--- config.mk ---
export PLATFORM = sky130hd
export DESIGN_NAME = qs_bank_sched
export DESIGN_NICKNAME = d
export VERILOG_FILES = /design/src/rtl/qs_bank_sched.sv
export SDC_FILE = /design/constraint.sdc
export NUM_CORES = 1
export LEC_CHECK = 0
export BUFFER_PORTS_ARGS = -buffer_cell sky130_fd_sc_hd__buf_2
export CAP_MARGIN = 0
export CELL_PAD_IN_SITES_DETAIL_PLACEMENT = 1
export CELL_PAD_IN_SITES_GLOBAL_PLACEMENT = 1
export CORE_MARGIN = 2
export CORE_UTILIZATION = 50
export DETAILED_ROUTE_END_ITERATION = 10
export HOLD_SLACK_MARGIN = 0.08
export MAX_ROUTING_LAYER = met4
export PLACE_DENSITY_LB_ADDON = 0.15
export SLEW_MARGIN = 15
export SYNTH_ARGS = -nofsm -noshare
export SYNTH_HDL_FRONTEND = slang
export SYNTH_SLANG_ARGS = --single-unit
--- constraint.sdc ---
create_clock -name clk -period 5.7 [get_ports clk]
set_clock_uncertainty 0.15 [all_clocks]
set_input_delay 0.57 -clock clk [delete_from_list [all_inputs] [get_ports clk]]
set_output_delay 0.57 -clock clk [all_outputs]
set_load 0.005 [all_outputs]
--- src/rtl/qs_bank_sched.sv ---
// qs_bank_sched
//   Bank scheduler for the quicksort engine. Tracks the lifecycle state of
//   every sort bank and hands banks, in strict ring order, to the enqueue,
//   sort and dequeue stages. Each stage holds at most one bank at a time and
//   the bank advances one lifecycle step when the stage reports completion,
//   so packets leave the engine in arrival order.
//
// Ports
//   clk                     rising-edge clock
//   rst                     asynchronous, active-low reset
//   enq_req / enq_done      enqueue stage request (level) and completion pulse
//   enq_gnt_r / enq_idx_r   one-cycle grant pulse and granted bank index
//   srt_*                   same set for the sort stage
//   deq_*                   same set for the dequeue stage
//   occ_r                   number of banks that are not EMPTY (0..N_BANKS)
//   err_r                   sticky flag: a done arrived while its stage was idle

module qs_bank_sched #(
  parameter int N_BANKS = 4,
  localparam int BW = $clog2(N_BANKS)
) (
  input  logic          clk,
  input  logic          rst,
  input  logic          enq_req,
  input  logic          enq_done,
  output logic          enq_gnt_r,
  output logic [BW-1:0] enq_idx_r,
  input  logic          srt_req,
  input  logic          srt_done,
  output logic          srt_gnt_r,
  output logic [BW-1:0] srt_idx_r,
  input  logic          deq_req,
  input  logic          deq_done,
  output logic          deq_gnt_r,
  output logic [BW-1:0] deq_idx_r,
  output logic [BW:0]   occ_r,
  output logic          err_r
);

  typedef enum logic [2:0] {
    EMPTY    = 3'd0,
    FILLING  = 3'd1,
    FULL     = 3'd2,
    SORTING  = 3'd3,
    SORTED   = 3'd4,
    DRAINING = 3'd5
  } bank_state_t;

  // Stage numbering used by every per-stage vector: 0 enqueue, 1 sort, 2 dequeue.
  localparam int NS = 3;

  bank_state_t           bank_q [N_BANKS];
  bank_state_t           bank_d [N_BANKS];
  logic [NS-1:0][BW-1:0] ptr_q, ptr_d;
  logic [NS-1:0][BW-1:0] idx_q, idx_d;
  logic [NS-1:0]         busy_q, busy_d;
  logic [NS-1:0]         gnt_q, gnt_d;
  logic [BW:0]           occ_q, occ_d;
  logic                  err_q, err_d;
  logic [NS-1:0]         req, done;
  logic                  occ_inc, occ_dec;

  assign req  = {deq_req, srt_req, enq_req};
  assign done = {deq_done, srt_done, enq_done};

  // State a bank must be in before stage s may take it.
  function automatic bank_state_t avail_state(input int s);
    case (s)
      0:       return EMPTY;
      1:       return FULL;
      default: return SORTED;
    endcase
  endfunction

  // State a bank enters when stage s is granted it.
  function automatic bank_state_t grant_state(input int s);
    case (s)
      0:       return FILLING;
      1:       return SORTING;
      default: return DRAINING;
    endcase
  endfunction

  // State a bank enters when stage s reports completion on it.
  function automatic bank_state_t done_state(input int s);
    case (s)
      0:       return FULL;
      1:       return SORTED;
      default: return EMPTY;
    endcase
  endfunction

  // All three stages are evaluated side by side. Grant and valid done are
  // mutually exclusive within a stage (grant needs !busy, done needs busy),
  // and different stages always touch banks in different states, so the
  // bank_d writes below never collide. A done in the same cycle as a req
  // frees the stage only for the following cycle because the grant test
  // looks at busy_q, not busy_d.
  always_comb begin
    bank_d  = bank_q;
    ptr_d   = ptr_q;
    idx_d   = idx_q;
    busy_d  = busy_q;
    gnt_d   = '0;
    err_d   = err_q;
    occ_inc = 1'b0;
    occ_dec = 1'b0;
    for (int s = 0; s < NS; s++) begin
      if (done[s]) begin
        if (busy_q[s]) begin
          bank_d[idx_q[s]] = done_state(s);
          ptr_d[s]         = ptr_q[s] + BW'(1);
          busy_d[s]        = 1'b0;
          if (s == 2) occ_dec = 1'b1;
        end else begin
          err_d = 1'b1;
        end
      end
      if (req[s] && !busy_q[s] && (bank_q[ptr_q[s]] == avail_state(s))) begin
        gnt_d[s]         = 1'b1;
        busy_d[s]        = 1'b1;
        idx_d[s]         = ptr_q[s];
        bank_d[ptr_q[s]] = grant_state(s);
        if (s == 0) occ_inc = 1'b1;
      end
    end
    occ_d = occ_q + {{BW{1'b0}}, occ_inc} - {{BW{1'b0}}, occ_dec};
  end

  always_ff @(posedge clk or negedge rst) begin
    if (!rst) begin
      for (int i = 0; i < N_BANKS; i++) bank_q[i] <= EMPTY;
      ptr_q  <= '0;
      idx_q  <= '0;
      busy_q <= '0;
      gnt_q  <= '0;
      occ_q  <= '0;
      err_q  <= 1'b0;
    end else begin
      for (int i = 0; i < N_BANKS; i++) bank_q[i] <= bank_d[i];
      ptr_q  <= ptr_d;
      idx_q  <= idx_d;
      busy_q <= busy_d;
      gnt_q  <= gnt_d;
      occ_q  <= occ_d;
      err_q  <= err_d;
    end
  end

  assign enq_gnt_r = gnt_q[0];
  assign srt_gnt_r = gnt_q[1];
  assign deq_gnt_r = gnt_q[2];
  assign enq_idx_r = idx_q[0];
  assign srt_idx_r = idx_q[1];
  assign deq_idx_r = idx_q[2];
  assign occ_r     = occ_q;
  assign err_r     = err_q;

endmodule

==> metrics.yaml, run 1 <==
setup_path:
  cp.arrival_ns: 2.98
  cp-start-kind: "flip-flop"
  cp-end-kind: "flip-flop"
  setup.worst_path.class: "reg2reg"
  worstPathMaxFanout: 8
  cp.required_ns: 5.76
  reg2reg_slack_ns: 2.78
synthesis:
  syn_inst: 180
  ys_ff_latch: 34
  synthArstFlopShare: 1.00
  syn_area_um2: 1980
  yosysTopAreaCellShare: 0.430
  synthFlopType: "dfrtp_1"
  syn_area_per_cell_um2: 11.0
  yosys_warnings: 0
  yosys-top-cells-count: "34 x dfrtp_1, 19 x inv_1, 14 x ha_1"
  synthTopCellsByArea: "dfrtp_1 43%, ha_1 8.8%, inv_1 3.6%"
  synth_cell_type_count: 48
  synth_edf_count: 0
  ys_seq_area_frac: 0.430
  yosysMostFrequentCell: "dfrtp_1"
  synth_top_cell_by_area: "dfrtp_1"
  synth_nets: 203
detailed_routing:
  vias_per_cell: 6.28
  wl_per_cell_um: 21.5
  drt-initial-drc-count: 91
  dr.pass1.iters: 4
  ant_nets: 0
  vias: 1588
  wl_um: 5430
  drc: 0
power_and_ir_drop:
  p_int_uw: 672
  power_density_nw_per_um2: 538
  p_clk_frac: 0.141
  power.leakage_nw: 0.999
  share_comb_of_total_power: 0.432
  seq_power_share: 0.427
  vdd.ir_drop.worst_v: 0.000329
  netSwitchingFraction: 0.433
  power.switching_uw: 512
clock_network:
  cts_hold_buf: 0
  cts_tree: "done"
  cts_root_buffer: "clkbuf_8"
  postCtsSetupRepairBufs: 0
  clk_path_buf_depth: 2
  cts.sinks: 34
  cts.clk_slew.worst_paths_ns: 0.07
  ctsResizeCount: 0
  htree_levels: 2
  cts_buffers: 5
  clk_latency_ns: 0.29
sta:
  fin_setup_tns_ns: 0
  finalSetupViolations: 0
  period_needed_ns: 2.92
  relSlewSlack: 0.484
  rsz0062_at_grt: "no"
  hold_violations: 0
  fin_crit_sh: 0.513
  final_max_slew_viol_count: 0
  worst_pin_slew_ns: 0.774
  timing.fmax_mhz: 342
  whs_ns: 0.203
grt:
  grt_max_degree: 35
  grt_pass1_wl_um: 9150
  antenna_found_initial: 0
  grt.overflow.total: 0
  grt_pass1_vias: 1708
  grt_usage: 0.295
outcome:
  outcome: "finished, final reports clean"
cells_and_area:
  drive_above_1_share: 0.185
  multi_input_area_um2: 1040
  n_fill_cell: 435
  ff_latch_area_um2: 851
  syn2layout_area_growth_pct: 11.1
  diodes: 0
  nets: 228
die:
  chipHeight_um: 66.9
  dieArea_um2: 4480
  fp.dieW_um: 66.9
  start_util: 0.529
  io_pins: 21
  rows: 22
  core-area_um2: 3740
worst_hold_path:
  hold_path.class: "in2async"
placement:
  place.detailed.hpwl_um: 4070
  gp_congestion: 0.821
  port_buffers: 20
run:
  drv_cap: 0
[final timing paths]
check                          from  depth (start not counted)         to
max                        ptr_q[0]                         11   occ_r[2]
min                             rst                          1  bank_q[5]
max reg2reg                ptr_q[0]                         11   occ_r[2]
min reg2reg                   err_r                          1      err_r
max in group asynchronous       rst                          1  bank_q[2]
min in group clk              err_r                          1      err_r
[layout make-up]
class,instances,area share
clock buffer,7,0.0347
multi-input combinational,125,0.473
timing repair buffer,20,0.0455
inverter,19,0.0324
tap,48,0.0273
sequential,34,0.387
[sequential cells by signal (all words and copies together), names as in the netlist]
register   count
err_r          1
gnt_q          3
bank_q        12
deq_idx_r      2
srt_idx_r      2
ptr_q          6
busy_q         3
occ_r          3
enq_idx_r      2
[per-layer routing]
layer / wire (µm) / vias to the layer above / part of all wire / GRT usage
met2: 2750 / 42 / 0.51 / 0.476
li1: - / 717 / - / -
met4: 132 / 0 / 0.024 / 0.122
met3: 202 / 14 / 0.037 / 0.0507
met5: 0 / - / 0 / -
met1: 2350 / 815 / 0.43 / 0.369
[cells by family (layout without fill, tap and decap cells)]
group / after synthesis / count (layout) / synth area share
muxes: 5 / 5 / 0.0341
DFF: 34 / 34 / 0.430
adders and majority gates: 15 / 15 / 0.0986
xor gates and xnor gates: 5 / 5 / 0.0221
AOI/OAI and AO/OA: 45 / 45 / 0.185
and+or+nand+nor: 55 / 55 / 0.186
buffers and inverters: 21 / 46 / 0.0442
[layout by cell type, fill, tap and decap left out, types with 3 or more instances in the layout]
master / n
clkbuf_8: 5
nand3_1: 3
a22o_1: 3
nor4b_1: 5
and3_1: 5
nand2_1: 12
inv_1: 19
nand4b_1: 4
ha_1: 14
dfrtp_1: 34
nor3_1: 4
nor3b_2: 3
a221oi_1: 5
buf_2: 20
o21ai_0: 8
xnor2_1: 5
a22oi_1: 3
a21oi_1: 6
o2bb2ai_1: 4
[worst max-delay path, stage by stage (launching register included)]
cell and delay, ns:
dfrtp_1 0.49, nor4_1 0.46, o311ai_4 0.19, nor2_2 0.22, inv_1 0.12, ha_1 0.28
inv_1 0.06, ha_1 0.13, inv_1 0.05, fa_1 0.37, xnor2_1 0.18, xnor2_1 0.14
[power groups by stage]
| stage | combinational, mW | sequential (mW) | clock (mW) |
|---|---|---|---|
| 3_5_place_dp | 0.508 | 0.503 | 0 |
| 3_3_place_gp | 0.472 | 0.488 | 0 |
| 4_1_cts | 0.514 | 0.499 | 0.171 |
| 5_1_grt | 0.573 | 0.517 | 0.179 |
| 6_report | 0.512 | 0.505 | 0.167 |
| 2_1_floorplan | 0.367 | 0.457 | 0 |
[through the flow]
step / util / power [mW] / cells / area (µm²) / setup WS [ns]
after CTS: 0.588 / 1.18 / 253 / 2200 / 2.76
after detailed placement: 0.567 / 1.01 / 246 / 2120 / 2.77
after floorplan: - / 0.823 / 180 / 1980 / 3.02
after global placement: 0.567 / 0.960 / 246 / 2120 / 2.91
final: 0.588 / 1.18 / 253 / 2200 / 2.78
after global routing: 0.588 / 1.27 / 253 / 2200 / 2.55
(Power assumes the default switching activity.)
==> run 2: changes to the inputs <==
CORE_UTILIZATION = 46   (was 50)
clock period = 2.7 ns   (was 5.7 ns; I/O delays follow)
==> metrics.yaml, run 2 (same netlist as run 1, synthesis figures left out) <==
sta:
  final_max_slew_viol_count: 0  # unchanged
  worst_pin_slew_ns: 0.789  # +0.0146 ns
  period_needed_ns: 2.60  # -0.325 ns
  whs_ns: 0.168  # -0.0351 ns
  relSlewSlack: 0.474  # -0.00974
  fin_setup_tns_ns: 0  # unchanged
  rsz0062_at_grt: "no"
  timing.fmax_mhz: 385  # +12%
  finalSetupViolations: 0  # unchanged
  hold_violations: 0  # unchanged
  fin_crit_sh: 0.962  # +0.449
cells_and_area:
  syn2layout_area_growth_pct: 17.8
  final_cell_mix: "34 x dfrtp_1, 20 x buf_2, 17 x inv_1, 12 x nand2_1, 12 x ha_1"
  drive_above_1_share: 0.252  # +0.0670
  mostFrequentLayoutCell: "dfrtp_1"
  diodes: 0  # unchanged
  largest-register: "bank_q"
  nets: 236  # +3.5%
  largest_reg_flops: 12  # unchanged
  reg_top3: "bank_q (12), ptr_q (6)"
setup_path:
  reg2reg_to: "occ_r[2]"
  worstReg2RegStart: "bank_q[11]"
  setup.worst_path.class: "reg2reg"
  cp-start-kind: "flip-flop"
  cp.required_ns: 2.74  # -3.02 ns
  cp.arrival_ns: 2.64  # -0.34 ns
  cp-end-kind: "flip-flop"
  ff2ff_path_depth: 12  # +1
  reg2reg_slack_ns: 0.10  # -2.68 ns
  worstPathMaxFanout: 4  # -4
clock_network:
  clk_latency_ns: 0.30  # about the same
  clk_path_buf_depth: 2  # unchanged
  cts_buffers: 5  # unchanged
  cts_root_buffer: "clkbuf_8"
  cts_tree: "done"
  cts.sinks: 34  # unchanged
  htree_levels: 2  # unchanged
  cts.clk_slew.worst_paths_ns: 0.07  # about the same
  postCtsSetupRepairBufs: 0  # unchanged
detailed_routing:
  drc: 0  # unchanged
  wl_per_cell_um: 20.4  # -5.0%
  vias_per_cell: 6.02  # -4.2%
  vias: 1588  # unchanged
  dr.pass1.iters: 4  # unchanged
  drt-initial-drc-count: 99  # +8.8%
  wl_um: 5390  # -0.83%
  ant_nets: 0  # unchanged
grt:
  grt_max_degree: 35  # unchanged
  grt.overflow.total: 0  # unchanged
  grt_usage: 0.253  # -0.0426
  grt_pass1_vias: 1726  # +1.1%
  antenna_found_initial: 0  # unchanged
  grt_pass1_wl_um: 9050  # -1.1%
power_and_ir_drop:
  power.leakage_nw: 1.06  # +5.9%
  power_density_nw_per_um2: 1160  # +120%
  vdd.ir_drop.worst_v: 0.000655  # +99%
die:
  rows: 23  # +4.5%
  start_util: 0.488  # -0.0409
  fp.dieW_um: 69.6  # +4.0%
  core-area_um2: 4060  # +8.4%
  io_pins: 21  # unchanged
  dieArea_um2: 4840  # +8.2%
  chipHeight_um: 69.6  # +4.0%
worst_hold_path:
  min_from: "deq_done"
  hold_path_depth: 3
  hold_path.class: "in2reg"
  whs_endpoint: "busy_q[2]"
placement:
  gp_congestion: 0.854  # +4.0%
  place.detailed.hpwl_um: 4070  # about the same
  port_buffers: 20  # unchanged
run:
  drv_cap: 0  # unchanged
outcome:
  outcome: "finished, final reports clean"
[run 2: cell types whose count changed in the layout (fill, tap and decap cells not counted), sizes merged]
cell and change:
buf +6, bufinv +1, dlygate4sd3 +2, clkbuf -2, clkinv +2
[run 2: metal layers]
layer  vias to the layer above  track usage  wire [µm]
met4                         0        0.111        154
met3                        11       0.0523        189
li1                        735            -          -
met1                       815        0.313       2330
met2                        27        0.401       2710
met5                         -            -          0
[run 2: area by class of cell]
type	count	area, µm²
clock buffer	5	68.8
clock inverter	3	40.0
multi-input combinational	125	1070
timing repair buffer	28	165
tap	50	62.6
fill	443	1730
sequential	34	851
inverter	19	71.3
[run 2: metrics by stage]
stage	utilization	cell area, µm²	setup slack [ns]	total power [mW]	instances
2_1_floorplan	-	1980	0.0237	1.74	180
3_3_place_gp	0.535	2170	0.156	2.08	254
3_5_place_dp	0.535	2170	0.0228	2.18	254
4_1_cts	0.567	2300	0.0174	2.66	264
5_1_grt	0.574	2330	0.00811	2.90	264
6_report	0.574	2330	0.103	2.70	264
[run 2: repair_timing]
action                                  in CTS  in global routing
hold endpoints to repair                    35                  0
gates resized for setup                      0                  7
hold buffers                                 2                  0
endpoints found under the setup margin       0                  1
[run 2: how the worst max path moves through the flow]
stage	start	to	slack [ns]
after detailed placement	ptr_q[0]	occ_r[2]	0.02
after global routing	bank_q[11]	occ_r[2]	0.008
final	bank_q[11]	occ_r[2]	0.10
after global placement	ptr_q[0]	occ_r[2]	0.16
after CTS	ptr_q[0]	occ_r[2]	0.02
after floorplan	ptr_q[0]	occ_r[2]	0.02
[run 2: power by group]
part,switching (mW),leakage (nW),internal [mW]
Combinational,0.608,0.582,0.580
Clock,0.199,0.0579,0.272
Sequential,0.308,0.418,0.736
Total,1.11,1.06,1.59
[run 2: critical path, stage by stage (launching register included)]
cell      delay, ns
dfrtp_1        0.43
nor4_2         0.33
buf_4          0.17
o311ai_4       0.08
nor2_2         0.17
inv_2          0.08
ha_4           0.21
inv_2          0.04
ha_2           0.15
inv_1          0.05
fa_2           0.37
xnor2_2        0.14
xnor2_1        0.12
